<file path="src/rtl/eth_tx_sched_if.sv">
// Handshake bundle between the TX scheduler and the UDP TX worker / reply source.
// The master side is the scheduler; the slave side is the worker plus the control plane.
interface eth_tx_sched_if #(
   parameter int CNT_W = 8
);
   logic             fs_reply;
   logic             fd_reply;
   logic             fs_udp_tx;
   logic             fd_udp_tx;
   logic             tx_sel;
   logic [CNT_W-1:0] tx_len;

   modport master (
      input  fs_reply, fd_udp_tx,
      output fd_reply, fs_udp_tx, tx_sel, tx_len
   );

   modport slave (
      output fs_reply, fd_udp_tx,
      input  fd_reply, fs_udp_tx, tx_sel, tx_len
   );
endinterface

</file>
<file path="src/rtl/eth_tx_sched.sv">
// Round-robin scheduler for the UDP TX path: ADC data packets versus command replies.
// Data is requested by frame count or by flush timeout; grants use the fs_/fd_ handshake.
module eth_tx_sched #(
   parameter int CNT_W  = 8,
   parameter int TOUT_W = 16
) (
   input  logic                  sys_clk,
   input  logic                  rst_run,
   input  logic                  enable,
   input  logic [CNT_W-1:0]      adc_cnt,
   input  logic [TOUT_W-1:0]     tout_cyc,
   input  logic                  frame_wr,
   eth_tx_sched_if.master        tx,
   output logic [CNT_W-1:0]      frm_num,
   output logic                  ovf,
   output logic [7:0]            sos
);

   typedef enum logic [2:0] {
      S_IDLE  = 3'd0,
      S_WAIT  = 3'd1,
      S_DATA  = 3'd2,
      S_REPLY = 3'd3,
      S_DONE  = 3'd4
   } state_t;

   localparam logic [CNT_W-1:0] FRM_MAX = '1;

   state_t             state_q, state_d;
   logic [CNT_W-1:0]   frm_q, frm_d;
   logic [CNT_W-1:0]   len_q, len_d;
   logic [TOUT_W-1:0]  tmr_q, tmr_d;
   logic               last_data_q, last_data_d;
   logic               ovf_q, ovf_d;
   logic               fdr_q, fdr_d;

   logic [CNT_W-1:0]   need;
   logic [CNT_W-1:0]   frm_inc;
   logic               cnt_ok;
   logic               tmo;
   logic               dreq;

   // A zero flush threshold would fire with nothing queued, so the flush also needs frames.
   assign need    = (adc_cnt == '0) ? CNT_W'(1) : adc_cnt;
   assign cnt_ok  = (frm_q >= need);
   assign tmo     = (tout_cyc != '0) && (frm_q != '0) && (tmr_q == tout_cyc - TOUT_W'(1));
   assign dreq    = cnt_ok | tmo;
   assign frm_inc = (frame_wr && (frm_q != FRM_MAX)) ? frm_q + CNT_W'(1) : frm_q;

   always_comb begin
      state_d     = state_q;
      frm_d       = frm_q;
      len_d       = len_q;
      tmr_d       = tmr_q;
      last_data_d = last_data_q;
      ovf_d       = ovf_q;
      fdr_d       = 1'b0;

      if (state_q != S_IDLE) begin
         frm_d = frm_inc;
         if (frame_wr && (frm_q == FRM_MAX)) ovf_d = 1'b1;
      end

      // Timer holds at the flush point so a lost arbitration retries on the next WAIT cycle.
      if (frm_q == '0)
         tmr_d = '0;
      else if ((state_q == S_WAIT) && !tmo && (tmr_q != '1))
         tmr_d = tmr_q + TOUT_W'(1);

      case (state_q)
         S_IDLE: begin
            if (enable) state_d = S_WAIT;
         end
         S_WAIT: begin
            if (!enable) begin
               state_d = S_IDLE;
               frm_d   = '0;
               tmr_d   = '0;
            end else if (dreq && (!tx.fs_reply || !last_data_q)) begin
               state_d     = S_DATA;
               last_data_d = 1'b1;
               len_d       = (cnt_ok && (frm_q > need)) ? need : frm_q;
               frm_d       = frm_q - len_d + CNT_W'(frame_wr);
               tmr_d       = '0;
            end else if (tx.fs_reply) begin
               state_d     = S_REPLY;
               last_data_d = 1'b0;
            end
         end
         S_DATA, S_REPLY: begin
            if (tx.fd_udp_tx) begin
               state_d = S_DONE;
               fdr_d   = (state_q == S_REPLY);
            end
         end
         S_DONE: begin
            if (!tx.fd_udp_tx) begin
               len_d = '0;
               if (enable) begin
                  state_d = S_WAIT;
               end else begin
                  state_d = S_IDLE;
                  frm_d   = '0;
                  tmr_d   = '0;
               end
            end
         end
         default: state_d = S_IDLE;
      endcase
   end

   always_ff @(posedge sys_clk) begin
      if (rst_run) begin
         state_q     <= S_IDLE;
         frm_q       <= '0;
         len_q       <= '0;
         tmr_q       <= '0;
         last_data_q <= 1'b0;
         ovf_q       <= 1'b0;
         fdr_q       <= 1'b0;
      end else begin
         state_q     <= state_d;
         frm_q       <= frm_d;
         len_q       <= len_d;
         tmr_q       <= tmr_d;
         last_data_q <= last_data_d;
         ovf_q       <= ovf_d;
         fdr_q       <= fdr_d;
      end
   end

   assign tx.fs_udp_tx = (state_q == S_DATA) || (state_q == S_REPLY);
   assign tx.tx_sel    = (state_q == S_REPLY);
   assign tx.tx_len    = len_q;
   assign tx.fd_reply  = fdr_q;
   assign frm_num      = frm_q;
   assign ovf          = ovf_q;
   assign sos          = {5'b0, state_q};

endmodule

</file>
<file path="src/flat_wrapper.sv">
// flat-port wrapper written by rule: the top's interface ports become plain ports
module eth_tx_sched_flat 
#(
   parameter int CNT_W  = 8,
   parameter int TOUT_W = 16
)
  (sys_clk, rst_run, enable, adc_cnt, tout_cyc, frame_wr, frm_num, ovf, sos, tx_fs_reply, tx_fd_udp_tx, tx_fd_reply, tx_fs_udp_tx, tx_tx_sel, tx_tx_len);
  eth_tx_sched_if #(.CNT_W(CNT_W)) tx_i ();
  input  logic sys_clk;
  input  logic rst_run;
  input  logic enable;
  input  logic [CNT_W-1:0] adc_cnt;
  input  logic [TOUT_W-1:0] tout_cyc;
  input  logic frame_wr;
  output logic [CNT_W-1:0] frm_num;
  output logic ovf;
  output logic [7:0] sos;
  input wire logic [$bits(tx_i.fs_reply)-1:0] tx_fs_reply;
  input wire logic [$bits(tx_i.fd_udp_tx)-1:0] tx_fd_udp_tx;
  output wire logic [$bits(tx_i.fd_reply)-1:0] tx_fd_reply;
  output wire logic [$bits(tx_i.fs_udp_tx)-1:0] tx_fs_udp_tx;
  output wire logic [$bits(tx_i.tx_sel)-1:0] tx_tx_sel;
  output wire logic [$bits(tx_i.tx_len)-1:0] tx_tx_len;
  assign tx_i.fs_reply = tx_fs_reply;
  assign tx_i.fd_udp_tx = tx_fd_udp_tx;
  assign tx_fd_reply = tx_i.fd_reply;
  assign tx_fs_udp_tx = tx_i.fs_udp_tx;
  assign tx_tx_sel = tx_i.tx_sel;
  assign tx_tx_len = tx_i.tx_len;
  eth_tx_sched #(.CNT_W(CNT_W), .TOUT_W(TOUT_W)) u_core (.sys_clk(sys_clk), .rst_run(rst_run), .enable(enable), .adc_cnt(adc_cnt), .tout_cyc(tout_cyc), .frame_wr(frame_wr), .tx(tx_i), .frm_num(frm_num), .ovf(ovf), .sos(sos));
endmodule
</file>
<file path="config.mk">
export PLATFORM = sky130hd
export DESIGN_NAME = eth_tx_sched_flat
export DESIGN_NICKNAME = d
export VERILOG_FILES = /design/src/rtl/eth_tx_sched_if.sv /design/src/rtl/eth_tx_sched.sv /design/src/flat_wrapper.sv
export SDC_FILE = /design/constraint.sdc
export NUM_CORES = 1
export LEC_CHECK = 0
export BUFFER_PORTS_ARGS = -buffer_cell sky130_fd_sc_hd__buf_2
export CORE_MARGIN = 1.5
export CORE_UTILIZATION = 57
export CTS_BUF_LIST = sky130_fd_sc_hd__clkbuf_16
export CTS_CLUSTER_SIZE = 40
export DETAILED_ROUTE_END_ITERATION = 16
export PLACE_DENSITY_LB_ADDON = 0.15
export SETUP_SLACK_MARGIN = 0.15
export SYNTH_ARGS = -nofsm -noshare
export SYNTH_HDL_FRONTEND = slang
export SYNTH_SLANG_ARGS = --single-unit
</file>
<file path="constraint.sdc">
create_clock -name sys_clk -period 5.1 [get_ports sys_clk]
set_input_delay 0.255 -clock sys_clk [delete_from_list [all_inputs] [get_ports sys_clk]]
set_output_delay 0.255 -clock sys_clk [all_outputs]
set_load 0.01 [all_outputs]
</file>
---- Yosys cells after proc, flatten, opt, wreduce, memory -nomap -nowiden ----
Index checks and enable logic that the tools add are counted.
cells by class
  muxes and demuxes ....................... 30
  bitwise operators ....................... 3
  $add $sub $neg .......................... 5
  $lt $le $gt $ge ......................... 2
  reductions and logical operators ........ 27
  equal/unequal tests ..................... 14
operator list
  kind                     count
  $mux W16                 6
  $mux W8                  11
  $pmux W16 S2             1
  $pmux W8 S2              2
  $mux W3                  6
  $add A16 B1 Y16 const B  1
  $eq A16 B16 Y1           1
  $logic_not A8 Y1         2
  $ne A16 B16 Y1 const B   1
  $reduce_bool A16 Y1      1
  $sub A16 B1 Y16 const B  1
  $pmux W3 S4              1
  $ne A2 B2 Y1 const B     5
  $add A8 B1 Y8            1
  $add A8 B1 Y8 const B    1
  $eq A8 B8 Y1 const B     1
  $ge A8 B8 Y1             1
  $gt A8 B8 Y1             1
  $logic_and A1 B1 Y1      8
  $ne A8 B8 Y1 const B     1
  $reduce_and A4 Y1        2
  $reduce_bool A8 Y1       1
  $sub A8 B8 Y8            1
  $eq A3 B2 Y1 const B     2
  other kinds (15)         22
storage, ports and cells
  output and inout bits ................... 28
  bits in registers ....................... 38
  logic and storage cells ................. 88

---- Logic depth before layout (Yosys ltp) ----
  depth in word-level cells ............... 11
  gate-level depth with buffers ........... 18

---- Worst setup path before layout ----
Ideal clock, no wire load.
  kind .................................... input to register
  from .................................... in adc_cnt[5]
  to ...................................... reg u_core.frm_q[7] (netlist: u_core.frm_num[7])
  library setup time ...................... 0.093 ns
  cell stages on the path ................. 18
  buffers on the path ..................... 0
  arrival ................................. 4.050 ns
  path slack .............................. 0.957 ns
  cells stage by stage .................... nor4_1 -> a41o_1 -> ha_1 -> nor2b_1 -> o211ai_1 -> a21oi_1 -> o22ai_1 -> mux2_2 -> ha_1 -> inv_1 -> ha_1 -> a21o_1 -> a21oi_1 -> nor2b_1 -> o21a_1 -> o41ai_1 -> xnor3_1 -> o32ai_1
between the ends
  longest elaborated chain between the ends .. 10
  elaborated cells on any way between the ends .. 13
  those cells by class .................... add/sub (2); order compare (2); mux (5); bitwise (1); reduce/logical (3)
RTL lines
  what                                                 RTL line                                source
  start, declared                                      flat_wrapper.sv:12                      input logic [CNT_W-1:0] adc_cnt;
  $logic_not A8 Y1                                     eth_tx_sched.sv:44                      assign need = (adc_cnt == '0) ? CNT_W'(1) : adc_cnt;
  $mux W8 (*)                                          eth_tx_sched.sv:44
  $ge A8 B8 Y1 / $gt A8 B8 Y1 (equally long branches)  eth_tx_sched.sv:45, eth_tx_sched.sv:82
  $logic_and A1 B1 Y1                                  eth_tx_sched.sv:82                      len_d = (cnt_ok && (frm_q > need)) ? need : frm_q;
  $mux W8                                              eth_tx_sched.sv:82
  $sub A8 B8 Y8                                        eth_tx_sched.sv:83                      frm_d = frm_q - len_d + CNT_W'(frame_wr);
  $add A8 B1 Y8                                        eth_tx_sched.sv:83
  $mux W8 (*)                                          eth_tx_sched.sv:79                      end else if (dreq && (!tx.fs_reply || !last_data_q)) begin
  $mux W8 (*)                                          eth_tx_sched.sv:75                      if (!enable) begin
  $pmux W8 S2 (*)                                      eth_tx_sched.sv:70                      case (state_q)
  end signal, assigned                                 eth_tx_sched.sv:123                     frm_q <= frm_d;
  end, declared                                        eth_tx_sched.sv:30                      logic [CNT_W-1:0] frm_q, frm_d;
Every way passes the cells marked *; elsewhere a longest branch is shown, timed or not.
A chain may end at the register's enable or synchronous reset.

---- Worst setup path after layout ----
  from .................................... reg u_core.frm_q[1] (netlist: u_core.frm_num[1])
  to ...................................... reg u_core.frm_q[7] (netlist: u_core.frm_num[7])
between the ends
  longest elaborated chain between the ends .. 8
  elaborated cells on any way between the ends .. 21
  those cells by class .................... add/sub (3); order compare (2); eq/ne (1); mux (8); bitwise (1); reduce/logical (6)
RTL lines
  what                                                         RTL line                                source
  $ge A8 B8 Y1 (tied with other cells)                         eth_tx_sched.sv:45                      assign cnt_ok = (frm_q >= need);
  $logic_and A1 B1 Y1 (on tied branches)                       eth_tx_sched.sv:82, eth_tx_sched.sv:46
  $mux W8 / $logic_and A1 B1 Y1 (equally long branches)        eth_tx_sched.sv:82, eth_tx_sched.sv:46
  $sub A8 B8 Y8 / $or A1 B1 Y1 (equally long branches)         eth_tx_sched.sv:83, eth_tx_sched.sv:47
  $add A8 B1 Y8 / $logic_and A1 B1 Y1 (equally long branches)  eth_tx_sched.sv:83, eth_tx_sched.sv:79
  $mux W8                                                      eth_tx_sched.sv:79
  $mux W8                                                      eth_tx_sched.sv:75
  $pmux W8 S2 (*)                                              eth_tx_sched.sv:70
Marks and branches as above.

==> impl_metrics.json <==
{
  "synth-edff-count": 0,
  "syn_to_final_growth_pct": 12.49,
  "ys_warn_count": 0,
  "hpwlAfterDp_um": 6276,
  "portBuffers": 52,
  "grt-ovfl-total": 0,
  "initial_core_util_pct": 58.40,
  "yosysMostFrequentCell": "dfxtp_1",
  "r2r_cells": 17,
  "drv_cap": 0,
  "hold_class": "primary input to flop",
  "tns_ns": 0,
  "gp_congestion": 0.8975,
  "clockBufferDepth": 2,
  "max_freq_ghz": 0.2439,
  "final_antenna_net_count": 0,
  "antenna_found_initial": 0,
  "ys.flop_type": "dfxtp_1",
  "slew_headroom_pct": 57.43,
  "rows": 28,
  "tightest_slew_ns": 0.6386,
  "worstPathRequired_ns": 5.29,
  "min_from": "tx_fd_udp_tx",
  "post_drt_wl_per_cell_um": 15.93,
  "synthArstFlopShare_pct": 0,
  "grt_pass1_vias": 3038,
  "grt_max_degree": 25,
  "reg2reg_from": "u_core.frm_num[1]$_SDFF_PP0_",
  "die_width_um": 80.43,
  "dr.first_iter.drc_count": 195,
  "cts_buffers": 5,
  "ys_types": 64,
  "synth_top_cell_area_share_pct": 22.26,
  "path_clk_slew_ns": 0.06,
  "cts_tree": "built",
  "outcome": "finished clean",
  "min_period_ns": 4.100,
  "ys_ff_latch": 38,
  "drc": 0,
  "synth_area_leaders": "dfxtp_1, ha_1, xnor2_1, mux2i_1, a211oi_2",
  "diodes": 0,
  "syn_inst": 401,
  "cts.htree.levels": 2,
  "clock-skew-final_ns": 0.002643,
  "synth.avg_cell_area_um2": 8.521,
  "p_leak_nw": 1.519,
  "rsz0062_at_grt": "false",
  "hold_viol": 0,
  "grt_pass1_wl_um": 13770,
  "track_usage_pct": 26.94,
  "num_vias": 3156,
  "postCtsSetupBuffers": 0,
  "drive_gt1_share_pct": 21.35,
  "critPathKind": "flop to flop",
  "drv_slew": 0,
  "die-area_mm2": 0.006468,
  "worstSetupEndpointType": "flop",
  "dieHeight_um": 80.43,
  "clkLatencyLatePin_ns": 0.28,
  "vias_per_cell": 6.069,
  "crit_fanout": 9,
  "worstReg2RegEnd": "u_core.frm_num[7]$_SDFF_PP0_",
  "dr.pass1.iters": 4,
  "ys_top_cells_by_count": "dfxtp_1, ha_1, nand2_1, xnor2_1, nor2_1",
  "cts_resized": 0,
  "powerDensity_mw_per_mm2": 215.2,
  "ctsHoldBuffers": 0,
  "ys_seq_area_share_pct": 22.26,
  "syn_area_mm2": 0.003417,
  "regToRegSetupSlack_ns": 1.0,
  "fp.coreArea_mm2": 0.005851,
  "crit_start": "u_core.frm_num[1]$_SDFF_PP0_",
  "cts.sinks": 38,
  "cts-root-buf": "clkbuf_16",
  "period_share_pct": 80.39,
  "worstPathArrival_ns": 4.29,
  "ios": 58,
  "ir_worst_vdd_uv": 159.5,
  "setup_violations": 0,
  "endpoint": "u_core.frm_num[7]$_SDFF_PP0_",
  "wl_um": 8283,
  "finalPower_mw": 0.8272,
  "num-nets-final": 501,
  "synth_top_cell_by_area": "dfxtp_1",
  "worstSetupStartpointType": "flop"
}
worst max-delay path, cell delays in order, from the launching register on:
cell and delay (ns):
dfxtp_1 0.49, ha_1 0.30, nor2b_1 0.13, o211ai_1 0.19, a21oi_1 0.09, o22ai_1 0.16
buf_4 0.21, mux2_2 0.36, ha_1 0.27, inv_1 0.04, ha_1 0.20, a21o_1 0.18
a21oi_1 0.20, nor2b_1 0.08, o21a_1 0.19, o41ai_1 0.38, xnor3_1 0.40, o32ai_1 0.12
registers in the layout, summed over array words and instances (netlist names):
name / cells
u_core.state_q: 3
u_core.last_data_q: 1
u_core.tmr_q: 16
u_core.tx.fd_reply: 1
u_core.frm_num: 8
u_core.ovf: 1
u_core.tx.tx_len: 8
cells by family after synthesis:
family	Yosys count	share of synthesized area [%]
multiplexers	19	5.639
AND/OR/NAND/NOR	151	25.05
other	1	0.1097
AO/OA/AOI/OAI	85	20.18
flip-flops	38	22.26
adder cells (fa/ha/maj)	27	10.11
buffers and inverters	44	7.030
XOR/XNOR	36	9.630
stage by stage:
| stage | util (%) | cells | worst slack (ns) | hold WS [ns] | cell area (um^2) |
|---|---|---|---|---|---|
| finish | 65.70 | 520 | 1.000 | 0.2578 | 3844 |
| global route | 65.70 | 520 | 0.6946 | 0.2672 | 3844 |
| CTS | 65.70 | 520 | 1.020 | 0.2552 | 3844 |
| detailed placement | 62.47 | 512 | 0.8199 | 0.4504 | 3655 |
| global placement | 62.47 | 512 | 0.9601 | 0.4481 | 3655 |
| floorplan | - | 405 | 0.9570 | 0.4009 | 3432 |
layer usage:
metal | global-route usage, % | part of all wire [%]
met5 | 0 | 0
met1 | 30.55 | 42
met4 | 11.21 | 2.7
met3 | 3.182 | 3.0
met2 | 50.25 | 52
layout by cell type (no fill, tap or decap), drive strengths merged, types with 12 or more instances in the layout:
master / n
a211oi: 16
a21oi: 13
buf: 57
dfxtp: 38
ha: 26
inv: 19
mux2i: 17
nand2: 24
nand3: 15
nand4: 13
nor2: 23
nor4: 12
o21ai: 14
xnor2: 24
worst min path at each step:
stage | end | depth (start not counted)
final | u_core.tx.fd_reply$_SDFF_PP0_ | 2
after global routing | u_core.tx.fd_reply$_SDFF_PP0_ | 2
after CTS | u_core.tx.fd_reply$_SDFF_PP0_ | 2
after detailed placement | u_core.tx.tx_len[1]$_SDFFE_PP0P_ | 2
after global placement | u_core.tx.tx_len[7]$_SDFFE_PP0P_ | 2
after floorplan | u_core.tx.fd_reply$_SDFF_PP0_ | 1
where the power goes:
part / total [mW] / switching, mW / internal (mW)
clock: 0.395 / 0.117 / 0.278
sequential: 0.304 / 0.00489 / 0.299
combinational: 0.128 / 0.0737 / 0.0543
total: 0.827 / 0.195 / 0.632
cell type report:
class,instances,area [um^2]
well taps,75,93.84
repair buffers,57,297.8
inverters,19,71.32
clock inverters,3,63.81
fillers,538,2007
clock buffers,5,125.1
multi-input cells,323,2431
flip-flops and latches,38,760.7
Power figures use the tool's default switching activity.
